==> config.mk <==
export PLATFORM = sky130hd
export DESIGN_NAME = pixel_stream_source
export DESIGN_NICKNAME = d
export VERILOG_FILES = /design/src/rtl/cnn_pkg.sv /design/src/rtl/frame_ram_1w1r.sv /design/src/rtl/pixel_stream_source.sv
export SDC_FILE = /design/constraint.sdc
export NUM_CORES = 1
export LEC_CHECK = 0
export ABC_AREA = 1
export BUFFER_PORTS_ARGS = -buffer_cell sky130_fd_sc_hd__buf_2
export CELL_PAD_IN_SITES_DETAIL_PLACEMENT = 0
export CELL_PAD_IN_SITES_GLOBAL_PLACEMENT = 2
export CORE_AREA = 2 2 231 256
export CTS_CLUSTER_DIAMETER = 120
export DETAILED_ROUTE_END_ITERATION = 12
export DIE_AREA = 0 0 233 258
export PLACE_DENSITY = 0.87
export RECOVER_POWER = 25
export REMOVE_ABC_BUFFERS = 1
export SYNTH_ARGS = -nofsm -noshare
export SYNTH_HDL_FRONTEND = slang
export SYNTH_SLANG_ARGS = --single-unit
==> constraint.sdc <==
create_clock -name clk -period 3.15 [get_ports clk]
set_input_delay 0.4725 -clock clk [delete_from_list [all_inputs] [get_ports clk]]
set_output_delay 0.4725 -clock clk [all_outputs]
set_load 0.01 [all_outputs]
==> src/rtl/cnn_pkg.sv <==
// cnn_pkg: shared widths, FSM state type and helpers for the CNN pixel front end.
package cnn_pkg;

    localparam int PIXEL_W = 8;

    // Unsigned-to-INT8 offset; subtracting it is the same as inverting the MSB.
    localparam logic [PIXEL_W-1:0] INT8_OFFSET = 8'd128;

    typedef enum logic {
        IDLE,
        STREAM
    } state_t;

    // A frame is streamable when both dimensions fit the array and the image fits the RAM.
    function automatic logic cfg_valid(
        input logic [7:0] w,
        input logic [7:0] h,
        input int         max_dim,
        input int         addr_w
    );
        int area;
        area = int'(w) * int'(h);
        return (w != 8'd0) && (int'(w) <= max_dim) &&
               (h != 8'd0) && (int'(h) <= max_dim) &&
               (area <= (1 << addr_w));
    endfunction

    // Map a stored byte onto the accelerator's signed pixel encoding.
    function automatic logic [PIXEL_W-1:0] to_int8(
        input logic [PIXEL_W-1:0] raw,
        input logic               convert
    );
        return convert ? (raw ^ INT8_OFFSET) : raw;
    endfunction

endpackage

==> src/rtl/frame_ram_1w1r.sv <==
// frame_ram_1w1r: simple dual-port frame store, one write port, one registered read port, no reset.
module frame_ram_1w1r
    import cnn_pkg::*;
#(
    parameter int ADDR_W = 6,
    parameter int DATA_W = PIXEL_W
) (
    input  logic              clk,
    input  logic              wr_en,
    input  logic [ADDR_W-1:0] wr_addr,
    input  logic [DATA_W-1:0] wr_data,
    input  logic              rd_en,
    input  logic [ADDR_W-1:0] rd_addr,
    output logic [DATA_W-1:0] rd_data
);

    logic [DATA_W-1:0] mem [0:(1 << ADDR_W)-1];

    // Host write port.
    always_ff @(posedge clk) begin
        if (wr_en) begin
            mem[wr_addr] <= wr_data;
        end
    end

    // Read port: data appears one cycle after the address and holds when not reading.
    always_ff @(posedge clk) begin
        if (rd_en) begin
            rd_data <= mem[rd_addr];
        end
    end

endmodule

==> src/rtl/pixel_stream_source.sv <==
// pixel_stream_source: replays a host-loaded frame as a row-major INT8 pixel strobe stream.
// Build option: define PIXEL_STREAM_INT8_CONV_EN to convert unsigned 0-255 pixels to INT8
// (value - 128); otherwise the stored byte is passed through unchanged.
module pixel_stream_source
    import cnn_pkg::*;
#(
    parameter int MAX_DIM = 8,
    parameter int ADDR_W  = 6,
    parameter int DATA_W  = PIXEL_W
) (
    input  logic              clk,
    input  logic              rst,
    input  logic              wr_en,
    input  logic [ADDR_W-1:0] wr_addr,
    input  logic [DATA_W-1:0] wr_data,
    input  logic [7:0]        img_width,
    input  logic [7:0]        img_height,
    input  logic              start,
    input  logic              stall,
    output logic [DATA_W-1:0] pixel_out,
    output logic              valid_out,
    output logic [7:0]        row_out,
    output logic [7:0]        col_out,
    output logic              last_out,
    output logic              busy,
    output logic              cfg_err
);

`ifdef PIXEL_STREAM_INT8_CONV_EN
    localparam logic CONVERT = 1'b1;
`else
    localparam logic CONVERT = 1'b0;
`endif

    state_t            state_q, state_d;
    logic [7:0]        width_q, width_d;
    logic [7:0]        height_q, height_d;
    logic [7:0]        row_q, row_d;
    logic [7:0]        col_q, col_d;
    logic [ADDR_W-1:0] rd_ptr_q, rd_ptr_d;
    logic              issue;
    logic              last_issue;
    logic              reject;
    logic              pixel_seen_q;
    logic              ram_wr_en;
    logic [DATA_W-1:0] ram_rd_data;

    // Writes are only accepted while idle so a frame cannot change under the reader.
    // Addresses beyond the RAM cannot be expressed on an ADDR_W-bit port, so no extra check.
    assign ram_wr_en = wr_en && (state_q == IDLE);
    assign busy      = (state_q == STREAM);

    // Row-major order makes row*W+col a plain running count, so the read pointer just increments.
    frame_ram_1w1r #(
        .ADDR_W (ADDR_W),
        .DATA_W (DATA_W)
    ) u_frame_ram (
        .clk     (clk),
        .wr_en   (ram_wr_en),
        .wr_addr (wr_addr),
        .wr_data (wr_data),
        .rd_en   (issue),
        .rd_addr (rd_ptr_q),
        .rd_data (ram_rd_data)
    );

    // Next-state logic: frame acceptance, issue cycles and raster counter advance.
    always_comb begin
        state_d    = state_q;
        width_d    = width_q;
        height_d   = height_q;
        row_d      = row_q;
        col_d      = col_q;
        rd_ptr_d   = rd_ptr_q;
        issue      = 1'b0;
        last_issue = 1'b0;
        reject     = 1'b0;

        case (state_q)
            IDLE: begin
                if (start) begin
                    if (cfg_valid(img_width, img_height, MAX_DIM, ADDR_W)) begin
                        width_d  = img_width;
                        height_d = img_height;
                        row_d    = 8'd0;
                        col_d    = 8'd0;
                        rd_ptr_d = '0;
                        state_d  = STREAM;
                    end else begin
                        reject = 1'b1;
                    end
                end
            end
            STREAM: begin
                if (!stall) begin
                    issue    = 1'b1;
                    rd_ptr_d = rd_ptr_q + ADDR_W'(1);
                    if (col_q == width_q - 8'd1) begin
                        col_d = 8'd0;
                        row_d = row_q + 8'd1;
                        if (row_q == height_q - 8'd1) begin
                            last_issue = 1'b1;
                            state_d    = IDLE;
                        end
                    end else begin
                        col_d = col_q + 8'd1;
                    end
                end
            end
            default: begin
                state_d = IDLE;
            end
        endcase
    end

    // FSM state, latched frame geometry and raster counters.
    always_ff @(posedge clk or posedge rst) begin
        if (rst) begin
            state_q  <= IDLE;
            width_q  <= 8'd0;
            height_q <= 8'd0;
            row_q    <= 8'd0;
            col_q    <= 8'd0;
            rd_ptr_q <= '0;
        end else begin
            state_q  <= state_d;
            width_q  <= width_d;
            height_q <= height_d;
            row_q    <= row_d;
            col_q    <= col_d;
            rd_ptr_q <= rd_ptr_d;
        end
    end

    // Output strobes line up with the RAM read latency; coordinates hold through stall gaps.
    always_ff @(posedge clk or posedge rst) begin
        if (rst) begin
            valid_out    <= 1'b0;
            last_out     <= 1'b0;
            cfg_err      <= 1'b0;
            row_out      <= 8'd0;
            col_out      <= 8'd0;
            pixel_seen_q <= 1'b0;
        end else begin
            valid_out <= issue;
            last_out  <= last_issue;
            cfg_err   <= reject;
            if (issue) begin
                row_out      <= row_q;
                col_out      <= col_q;
                pixel_seen_q <= 1'b1;
            end
        end
    end

    // The RAM has no reset, so the pixel is masked to zero until the first read after reset.
    assign pixel_out = pixel_seen_q ? to_int8(ram_rd_data, CONVERT) : '0;

endmodule

Word-level counts from Yosys, hierarchy flattened
Memory sizes are Yosys's and may differ from the RTL's. A register that Yosys moved wholly into a read port is not among the register bits.
Cells that the tools add are included.
{ "totals": {"regBits": 59, "ram_bits": 512, "mem_count": 1, "output_inout_bits": 28} }
{ "op_classes": {"mux": 30, "bitwise": 1, "eq_ne": 6, "addsub": 5, "n_reduce_logical": 10, "magnitude_cmp": 3, "multipliers": 1} }
{ "mem_list": {"columns": ["memory", "depth", "width", "rd", "rd_clocked_by_memory_dff", "wr", "line_no", "source"], "rows": [
  ["u_frame_ram.mem", 64, 8, 1, 1, 1, "frame_ram_1w1r.sv:17", "logic [DATA_W-1:0] mem [0:(1 << ADDR_W)-1];"]
]} }
{ "op_table": {"columns": ["cell", "count"], "rows": [
  ["8-bit two-way mux", 7],
  ["8-bit one-hot mux with 2 select lines", 2],
  ["6-bit two-way mux", 3],
  ["8-bit by 1-bit adder with 8-bit output (second input constant)", 2],
  ["8-bit equality test", 2],
  ["16-bit by 7-bit <= comparator with 1-bit output (second input constant)", 1],
  ["8-bit by 4-bit <= comparator with 1-bit output (second input constant)", 2],
  ["8-bit by 8-bit multiplier with 16-bit output", 1],
  ["1-bit two-way mux", 16],
  ["8-bit nonzero test", 2],
  ["8-bit by 1-bit subtractor with 8-bit output (second input constant)", 2],
  ["6-bit one-hot mux with 2 select lines", 1],
  ["6-bit by 1-bit adder with 6-bit output (second input constant)", 1],
  ["3-bit AND reduction", 2],
  ["1-bit logical AND", 5],
  ["2-bit by 1-bit inequality test with 1-bit output (second input constant)", 2],
  ["2-bit inequality test (second input constant)", 2],
  ["4-bit AND reduction", 1],
  ["1-bit one-hot mux with 2 select lines", 1],
  ["1-bit inverter", 1]
]} }

Logic depth before layout (Yosys ltp)
Gate-level depths: netlist of run 1.
{ "depth": {"ltp_word": 8, "mapped_depth": 27, "depth_no_buf": 26} }

Modules after synthesis
From an unflattened synthesis of run 1, not the netlist that was laid out.
{ "hier_totals": {"cells_unflattened": 2641, "area_unflattened_um2": 27178.6} }
{ "by_module_without_submodules": {"columns": ["module", "instances", "area_each_um2", "cells_per_inst"], "rows": [
  ["frame_ram_1w1r", 1, 21419.3, 1805],
  ["pixel_stream_source", 1, 5759.3, 836]
]} }

Worst setup path after synthesis of run 1
OpenSTA, ideal clock, no wires.
{ "synth_timing": {"kind": "input -> register", "startpoint": "input img_width[3]", "endpoint": "register rd_ptr_q[2]", "path_buffers": 3, "path_stages": 24, "slack_ns": -1.475, "required_ns": 3.038, "arrival_time_ns": 4.513, "setup_ns": 0.112, "path_cell_list": "clkbuf_1 > nand2_1 > inv_1 > fa_1 > fa_1 > fa_1 > inv_1 > fa_1 > inv_1 > ha_1 > nand2_1 > inv_1 > a21oi_1 > nand2_1 > nand2_1 > nand2_1 > nor2_2 > nand2_2 > nor2_4 > nand3_4 > buf_6 > buf_6 > nand3_2 > inv_2"} }
{ "synth_via": {"elab_chain_cells": 7} }
{ "synth_lines": {"columns": ["element", "line_no", "source"], "rows": [
  ["start: declaration", "pixel_stream_source.sv:16", "input logic [7:0] img_width,"],
  ["parallel branches: the longest is 4 deep, another holds 8-bit by 8-bit multiplier with 16-bit output", null, null],
  ["1-bit logical AND (*)", "cnn_pkg.sv:24", "(h != 8'd0) && (int'(h) <= max_dim) &&"],
  ["2-bit by 1-bit inequality test with 1-bit output (no line) (*)", null, null],
  ["3-bit AND reduction (no line) (*)", null, null],
  ["end signal: assignment", "pixel_stream_source.sv:131", "rd_ptr_q <= rd_ptr_d;"],
  ["end: declaration", "pixel_stream_source.sv:40", "logic [ADDR_W-1:0] rd_ptr_q, rd_ptr_d;"]
]} }
Mark *: on every way between the ends.
A chain may end at the register's enable or synchronous reset.

Worst setup path in the final report of run 1
{ "layout_timing": {"startpoint": "input img_height[4]", "endpoint": "register col_q[2]"} }
{ "layout_via": {"elab_chain_cells": 6} }
{ "layout_lines": {"columns": ["element", "line_no", "source"], "rows": [
  ["start: declaration", "pixel_stream_source.sv:17", "input logic [7:0] img_height,"],
  ["parallel branches: the longest is 3 deep, another holds 8-bit by 8-bit multiplier with 16-bit output", null, null],
  ["1-bit logical AND (*)", "cnn_pkg.sv:24", null],
  ["2-bit by 1-bit inequality test with 1-bit output (no line) (*)", null, null],
  ["3-bit AND reduction (no line) (*)", null, null],
  ["end signal: assignment", "pixel_stream_source.sv:130", "col_q <= col_d;"],
  ["end: declaration", "pixel_stream_source.sv:39", "logic [7:0] col_q, col_d;"]
]} }
Marks and branches as above.

==> summary.md, run 1 <==
| Metric | Value |
|---|---|
| Initial DRC Count | 1624 |
| Largest fanout on the critical path | 8 |
| Pwr/cell area | 581 nW/um^2 |
| Fin. Hold Viols | 0 |
| Worst-skew pair later-pin latency | 630 ps |
| Required @ worst endpoint | 3640 ps |
| Largest net degree at the start of global routing | 84 |
| Cell taking the most area after synthesis | edfxtp_1 |
| Area contributors post-synth | edfxtp_1 (60%), o21ai_0 (6.4%), nor2_1 (6.1%), dfrtp_1 (5.6%), nand2_1 (3.7%) |
| Seq/Total Area, Yosys | 0.653 |
| Final cell area excluding filler cells | 30600 um^2 |
| Global Route Usage Sum | 0.230 |
| Violated checks | max-capacitance violations, max-slew violations, negative setup slack |
| Least-Margin Pin Slew | 1950 ps |
| Avg Cell Area, Syn | 11.1 um^2 |
| Core Area | 57800 um^2 |
| Via count | 18315 |
| Die ar. | 60100 um^2 |
| Gr ovfl total | 0 |
| Maximum vdd drop | 432 uV |
| Synth top area share | 0.596 |
| Crit-path most repeated cell | fa_1 |
| Max Fclk | 256 MHz |
| H-Tree Level Count | 2 |
| Io pins | 63 |
| Clock-pin slew on the worst setup and hold paths | 60 ps |
| Vias per cell | 5.50 |
| CP arrival | 4400 ps |
| Vias in the first global route | 18190 |
| Clock root cell | clkbuf_16 |
| Share of flip-flops with an asynchronous set or reset | 0.102 |
| Yosys cell types | 40 |
| Clock Sinks | 579 |
| Nets | 2638 |
| Number of flops mapped to enable cells by yosys | 520 |
| RSZ-0062 raised after global routing | yes |
| Layout cells sized above 1 | 0.172 |
| Setup crit end kind | flop |
| Prevailing post-synth register cell | edfxtp_1 |
| Setup Skew | 19.8 ps |
| GP Congestion | 0.868 |
| Num CTS Buffers | 59 |
| Max-Cap Viols | 2 |
| WS Path Type | in -> reg |
| Die height | 258 um |
| Post-placement cell area | 28300 um^2 |
| Drt wl/cell | 20.5 um |
| Post-Synthesis Cell Area | 26200 um^2 |
| # setup viols final | 40 |
| Slew Viols, Final | 74 |
| Worst path slowest cell | fa_1 |
| Syn Inst Count | 2356 |
| DR DRC count | 0 |
| # port buffers | 62 |
| TritonRoute pass-1 iters | 5 |
| Area growth syn-to-layout | 16.7% |
| DP Worst Slack | -1690 ps |
| Slew HR | -0.302 |
| Status | finished, violations left |
| Total Neg Setup Slack | -28160 ps |
| Number of antenna violations at the first check in global routing | 0 |
| Hold Crit Class | in -> reg |
| Effective utilization at floorplan | 0.453 |
| Largest stage delay, worst path | 540 ps |
| First-pass GRT wire length | 105 mm |
| Ys Warns | 0 |
| Ant. Diodes | 0 |
| Final clock period utilization by the worst path | 1.24 |
| Post-DP HPWL | 44.3 mm |
| Post-route antenna net violation count | 0 |
| CTS Buffer Depth | 3 |
| Drt total wl | 68.5 mm |
| TritonCTS clock tree | done |
| Die Wd | 233 um |
| Leak | 11.7 nW |
| Cell Rows | 93 |
| Worst-path cell chain | buf_8, nand2_2, inv_2, fa_1, inv_1, fa_1, fa_1, fa_1, inv_2, ha_4, nand2_4, inv_2, nand3_2, nand2_2, nand2_1, nand2_1, inv_1, nor2_2, nand2_2, nor2_4, nand3_4, nand2_8, buf_12, o21ai_0 |
| Yosys reg bits | 579 |
| Worst setup margin | -763 ps |
| Tmin final | 3910 ps |
| Setup crit start kind | input port |
cell type report:
type / count / area [um^2]
multi-input cells: 1438 / 8070
flip-flops and latches: 579 / 17100
repair buffers: 248 / 1920
clock inverters: 26 / 204
inverters: 200 / 759
clock buffers: 82 / 1560
well taps: 760 / 951
fillers: 4939 / 27300
synth_stat cells (13+ instances only):
master / number
buf_2: 46
fa_1: 36
o21ai_0: 336
nand3_1: 59
nand2_2: 13
nor2_1: 425
o221ai_1: 13
o211ai_1: 25
nand4_1: 19
ha_1: 41
clkbuf_1: 82
dfrtp_1: 59
nand2_1: 255
o22ai_1: 134
xor2_1: 24
inv_1: 190
edfxtp_1: 520
final timing paths:
path,cells after the start,startpoint,slack [ps],to
max reg2reg,9,rd_ptr_q[0]$_DFFE_PP0P_,440,u_frame_ram.rd_data[5]$_DFFE_PP_
min reg2reg,2,row_out[5]$_DFFE_PP0P_,470,row_out[5]$_DFFE_PP0P_
max,24,img_height[4],-760,col_q[2]$_DFFE_PP0P_
min,4,stall,240,rd_ptr_q[1]$_DFFE_PP0P_
max in group asynchronous,4,rst,1790,width_q[1]$_DFFE_PP0P_
min in group asynchronous,3,rst,490,row_out[5]$_DFFE_PP0P_
flip-flops by register name (all words and copies together) (netlist names), 6 cells and up:
name	count
height_q	8
rd_ptr_q	6
row_out	8
u_frame_ram.rd_data	8
row_q	8
width_q	8
col_q	8
u_frame_ram.mem	512
col_out	8
metal layers:
metal  track usage  vias to the layer above  wire length, um  part of all wire
met5             0                        -                0                 0
met4        0.0729                        0             2030             0.030
met3        0.0347                      125             4810             0.070
met2         0.385                      629            33300              0.49
met1         0.309                     8996            28400              0.41
li1              -                     8565                -                 -
cells by family after synthesis:
kind of cell	synth area share
simple gates	0.124
flops	0.653
buf+inv	0.0529
fa+ha+maj	0.0471
compound gates	0.112
xor+xnor	0.0107
power by group:
part           internal (mW)  switching [mW]  leakage, nW
clock network           3.63            2.87        0.846
logic                   1.09            1.68         5.41
registers               8.44          0.0303         5.39
total                   13.2            4.59         11.7
cells in the final DEF (no fill, tap or decap), drive strengths merged, types with 9 or more instances in the layout:
master  instances
buf           234
nand3          62
nand4          19
ha             41
inv           200
a21oi           9
nor2          430
o21ai         346
o211ai         25
edfxtp        520
xor2           24
nand2         269
or2             9
clkbuf         95
o22ai         134
o221ai         13
clkinv         21
dfrtp          59
fa             36
through the flow:
step           instances   util  total power [mW]  hold WS, ps
2_1_floorplan       2217      -              10.0          470
3_3_place_gp        3219  0.490              10.9          454
3_5_place_dp        3219  0.490              10.9          462
4_1_cts             3332  0.525              17.7          233
5_1_grt             3333  0.528              18.5          262
6_report            3333  0.528              17.7          245
timing repair:
| action | 4_1_cts | 5_1_grt |
|---|---|---|
| setup endpoints to repair | 40 | 40 |
| buffers inserted | 4 | 1 |
| pin swaps | 37 | 15 |
| hold buffers | 1 | 0 |
| resized for setup | 72 | 75 |
| hold endpoints to repair | 28 | 0 |
critical path, delay by kind of cell:
kind	cells	cell delay (ps)
fa+ha+maj	5	2350
buf+inv	7	480
simple gates	11	1020
compound gates	1	70
No activity file was read; power rests on OpenSTA's default activity.
==> run 2, diff against run 1 <==
--- a/config.mk
+++ b/config.mk
@@ -9,11 +9,11 @@
 export BUFFER_PORTS_ARGS = -buffer_cell sky130_fd_sc_hd__buf_2
 export CELL_PAD_IN_SITES_DETAIL_PLACEMENT = 0
 export CELL_PAD_IN_SITES_GLOBAL_PLACEMENT = 2
-export CORE_AREA = 2 2 231 256
+export CORE_AREA = 2 2 251 277
 export CTS_CLUSTER_DIAMETER = 120
 export DETAILED_ROUTE_END_ITERATION = 12
-export DIE_AREA = 0 0 233 258
-export PLACE_DENSITY = 0.87
+export DIE_AREA = 0 0 253 279
+export PLACE_DENSITY = 0.79
 export RECOVER_POWER = 25
 export REMOVE_ABC_BUFFERS = 1
 export SYNTH_ARGS = -nofsm -noshare
==> constraint.sdc (replaced) <==
create_clock -name clk -period 3.4 [get_ports clk]
set_input_delay 0.51 -clock clk [delete_from_list [all_inputs] [get_ports clk]]
set_output_delay 0.51 -clock clk [all_outputs]
set_load 0.01 [all_outputs]
==> summary.md, run 2 (synthesized netlist as in run 1, its figures left out) <==
| Metric | Value |
|---|---|
| First-pass GRT wire length | 108 mm (was 105 mm) |
| Worst r2r src | rd_ptr_q[1]$_DFFE_PP0P_ (was rd_ptr_q[0]$_DFFE_PP0P_) |
| Largest fanout on the critical path | 7 (was 8) |
| Max Fclk | 251 MHz |
| Reg-to-reg setup timing slack | 840 ps (was 440 ps) |
| GP Congestion | 0.821 (was 0.868) |
| Most frequent cells in the layout | edfxtp_1 (520), nor2_1 (420), o21ai_0 (325) (was edfxtp_1 (520), nor2_1 (418), o21ai_0 (325)) |
| Nets | 2641 (was 2638) |
| CP arrival | 4540 ps (was 4400 ps) |
| Drt wl/cell | 20.5 um (about the same) |
| Logic pwr share | 0.155 (was 0.156) |
| Vias per cell | 5.31 (was 5.50) |
| Reg power frac | 0.468 (was 0.477) |
| Hold Crit Class | in -> reg (unchanged) |
| Final Util | 0.457 (was 0.528) |
| Least-Margin Pin Slew | 2130 ps (was 1950 ps) |
| Via count | 18304 (was 18315) |
| Maximum vdd drop | 523 uV (was 432 uV) |
| Initial DRC Count | 1310 (was 1624) |
| Switching part of the total | 0.258 (was 0.259) |
| Internal Power | 12.4 mW (was 13.2 mW) |
| Worst-path cell chain | buf_8, nand2_2, inv_2, fa_1, fa_1, fa_1, inv_2, fa_1, inv_2, ha_4, nand2_2, nor2_1, nand3_1, nand4_1, nand3_1, nor2_4, nand3_4, nand2_8, clkbuf_16, nand3_1, nand2_1 (was buf_8, nand2_2, inv_2, fa_1, inv_1, fa_1, fa_1, fa_1, inv_2, ha_4, nand2_4, inv_2, nand3_2, nand2_2, nand2_1, nand2_1, inv_1, nor2_2, nand2_2, nor2_4, nand3_4, nand2_8, buf_12, o21ai_0) |
| Gr ovfl total | 0 (unchanged) |
| Post-placement cell area | 28400 um^2 (was 28300 um^2) |
| Vias in the first global route | 18070 (was 18190) |
| Cell count of the worst hold path | 2 (was 4) |
| NetSw | 4.33 mW (was 4.59 mW) |
| Clock Sinks | 579 (unchanged) |
| Clk network pwr share | 0.377 (was 0.366) |
| Largest register FFs | 512 (unchanged) |
| H-Tree Level Count | 2 (unchanged) |
| TritonRoute pass-1 iters | 5 (unchanged) |
| # setup viols final | 40 (unchanged) |
| Largest stage delay, worst path | 510 ps (was 540 ps) |
| Worst path slowest cell | fa_1 (unchanged) |
| Die Wd | 253 um (was 233 um) |
| Commonest non-fill, non-tap cell in the layout | edfxtp_1 (unchanged) |
| CTS Buffer Depth | 3 (unchanged) |
| Clock root cell | clkbuf_16 (unchanged) |
| Hold EP | valid_out$_DFF_PP0_ (was rd_ptr_q[1]$_DFFE_PP0P_) |
| Setup crit start kind | input port (unchanged) |
| Ant. Diodes | 0 (unchanged) |
| Crit-path most repeated cell | fa_1 (unchanged) |
| Post-Place Cells | 3321 (was 3219) |
| DR DRC count | 0 (unchanged) |
| Worst-skew pair later-pin latency | 650 ps (was 630 ps) |
| Setup Skew | 47.0 ps (was 19.8 ps) |
| Num CTS Buffers | 58 (was 59) |
| Die height | 279 um (was 258 um) |
| Slew HR | -0.417 (was -0.302) |
| Reg with most FFs | u_frame_ram.mem (unchanged) |
| Post-DP HPWL | 44.5 mm (was 44.3 mm) |
| Post-route antenna net violation count | 0 (unchanged) |
| Worst hold start | stall (unchanged) |
| Fin. Hold Viols | 0 (unchanged) |
| Violated checks | max-capacitance violations, max-slew violations, negative setup slack (unchanged) |
| Area growth syn-to-layout | 17.9% (was 16.7%) |
| Final cell count without fillers | 3445 (was 3333) |
| Drt total wl | 70.5 mm (was 68.5 mm) |
| Hold Slack | 224 ps (was 245 ps) |
| Reg-to-Reg End | u_frame_ram.rd_data[4]$_DFFE_PP_ (was u_frame_ram.rd_data[5]$_DFFE_PP_) |
| Cell Rows | 100 (was 93) |
| Clock-pin slew on the worst setup and hold paths | 60 ps (about the same) |
| Number of antenna violations at the first check in global routing | 0 (unchanged) |
| Die ar. | 70600 um^2 (was 60100 um^2) |
| Largest net degree at the start of global routing | 131 (was 84) |
| Setup crit end kind | flop (unchanged) |
| Pwr/cell area | 543 nW/um^2 (was 581 nW/um^2) |
| Core Area | 67600 um^2 (was 57800 um^2) |
| TritonCTS clock tree | done (unchanged) |
| Tmin final | 3990 ps |
| WS Path Type | in -> reg (unchanged) |
| Io pins | 63 (unchanged) |
| Final clock period utilization by the worst path | 1.17 |
| Status | finished, violations left (unchanged) |
| Required @ worst endpoint | 3960 ps (was 3640 ps) |
| Worst setup margin | -586 ps (was -763 ps) |
| Slew Viols, Final | 200 (was 74) |
| Global Route Usage Sum | 0.201 (was 0.230) |
| DP Worst Slack | -1550 ps (was -1690 ps) |
| RSZ-0062 raised after global routing | yes (unchanged) |
| Leak | 11.7 nW (about the same) |
| # port buffers | 62 (unchanged) |
| Layout cells sized above 1 | 0.174 (was 0.172) |
| Worst r2r path cells | 7 (was 9) |
| Effective utilization at floorplan | 0.388 (was 0.453) |
| Final cell area excluding filler cells | 30900 um^2 (was 30600 um^2) |
| Max-Cap Viols | 5 (was 2) |
## run 2: per-layer routing
metal	wire [um]	track usage	vias up	part of all wire
li1	-	-	8566	-
met1	30900	0.278	9064	0.44
met2	33800	0.333	562	0.48
met3	4020	0.0262	112	0.057
met4	1740	0.0569	0	0.025
met5	0	0	-	0
## run 2: timing repair
item,CTS,global route
gates cloned,1,1
hold buffers,1,0
hold endpoints to repair,22,0
gates resized for setup,94,43
buffers inserted,10,2
setup endpoints to repair,40,40
pin swaps,40,22
## run 2: how the worst max path moves through the flow
stage | start | end | slack, ps | cells after the start
floorplan | rd_ptr_q[0]$_DFFE_PP0P_ | u_frame_ram.rd_data[3]$_DFFE_PP_ | -6660 | 8
global placement | img_height[2] | row_q[4]$_DFFE_PP0P_ | -1500 | 26
detailed placement | img_width[3] | row_q[7]$_DFFE_PP0P_ | -1550 | 25
CTS | img_height[2] | row_q[5]$_DFFE_PP0P_ | -530 | 24
global route | img_width[2] | col_q[1]$_DFFE_PP0P_ | -790 | 23
finish | img_width[2] | col_q[0]$_DFFE_PP0P_ | -590 | 21
## run 2: area by class of cell
type	count	area, um^2
sequential	579	17100
inverter	200	757
clock buffer	64	1500
fill	6245	36700
timing repair buffer	251	2000
tap	867	1080
clock inverter	45	392
multi-input combinational	1439	8040
## run 2: critical path, delay by kind of cell
kind,cells,cell delay [ps]
adder cells (fa/ha/maj),5,2330
buffers and inverters,5,390
AND/OR/NAND/NOR,11,1310
## run 2: power groups by stage
stage	Sequential (mW)	Clock (mW)	Combinational (mW)
2_1_floorplan	8.02	0	1.29
3_3_place_gp	7.98	0	2.20
3_5_place_dp	7.98	0	2.22
4_1_cts	7.83	6.43	2.57
5_1_grt	7.84	6.73	2.93
6_report	7.84	6.32	2.60
## run 2: stage by stage
stage / setup TNS, ps / power (mW)
floorplan: -95700 / 9.30
global placement: -56950 / 10.2
detailed placement: -58160 / 10.2
CTS: -18740 / 16.8
global route: -28720 / 17.5
finish: -20800 / 16.8
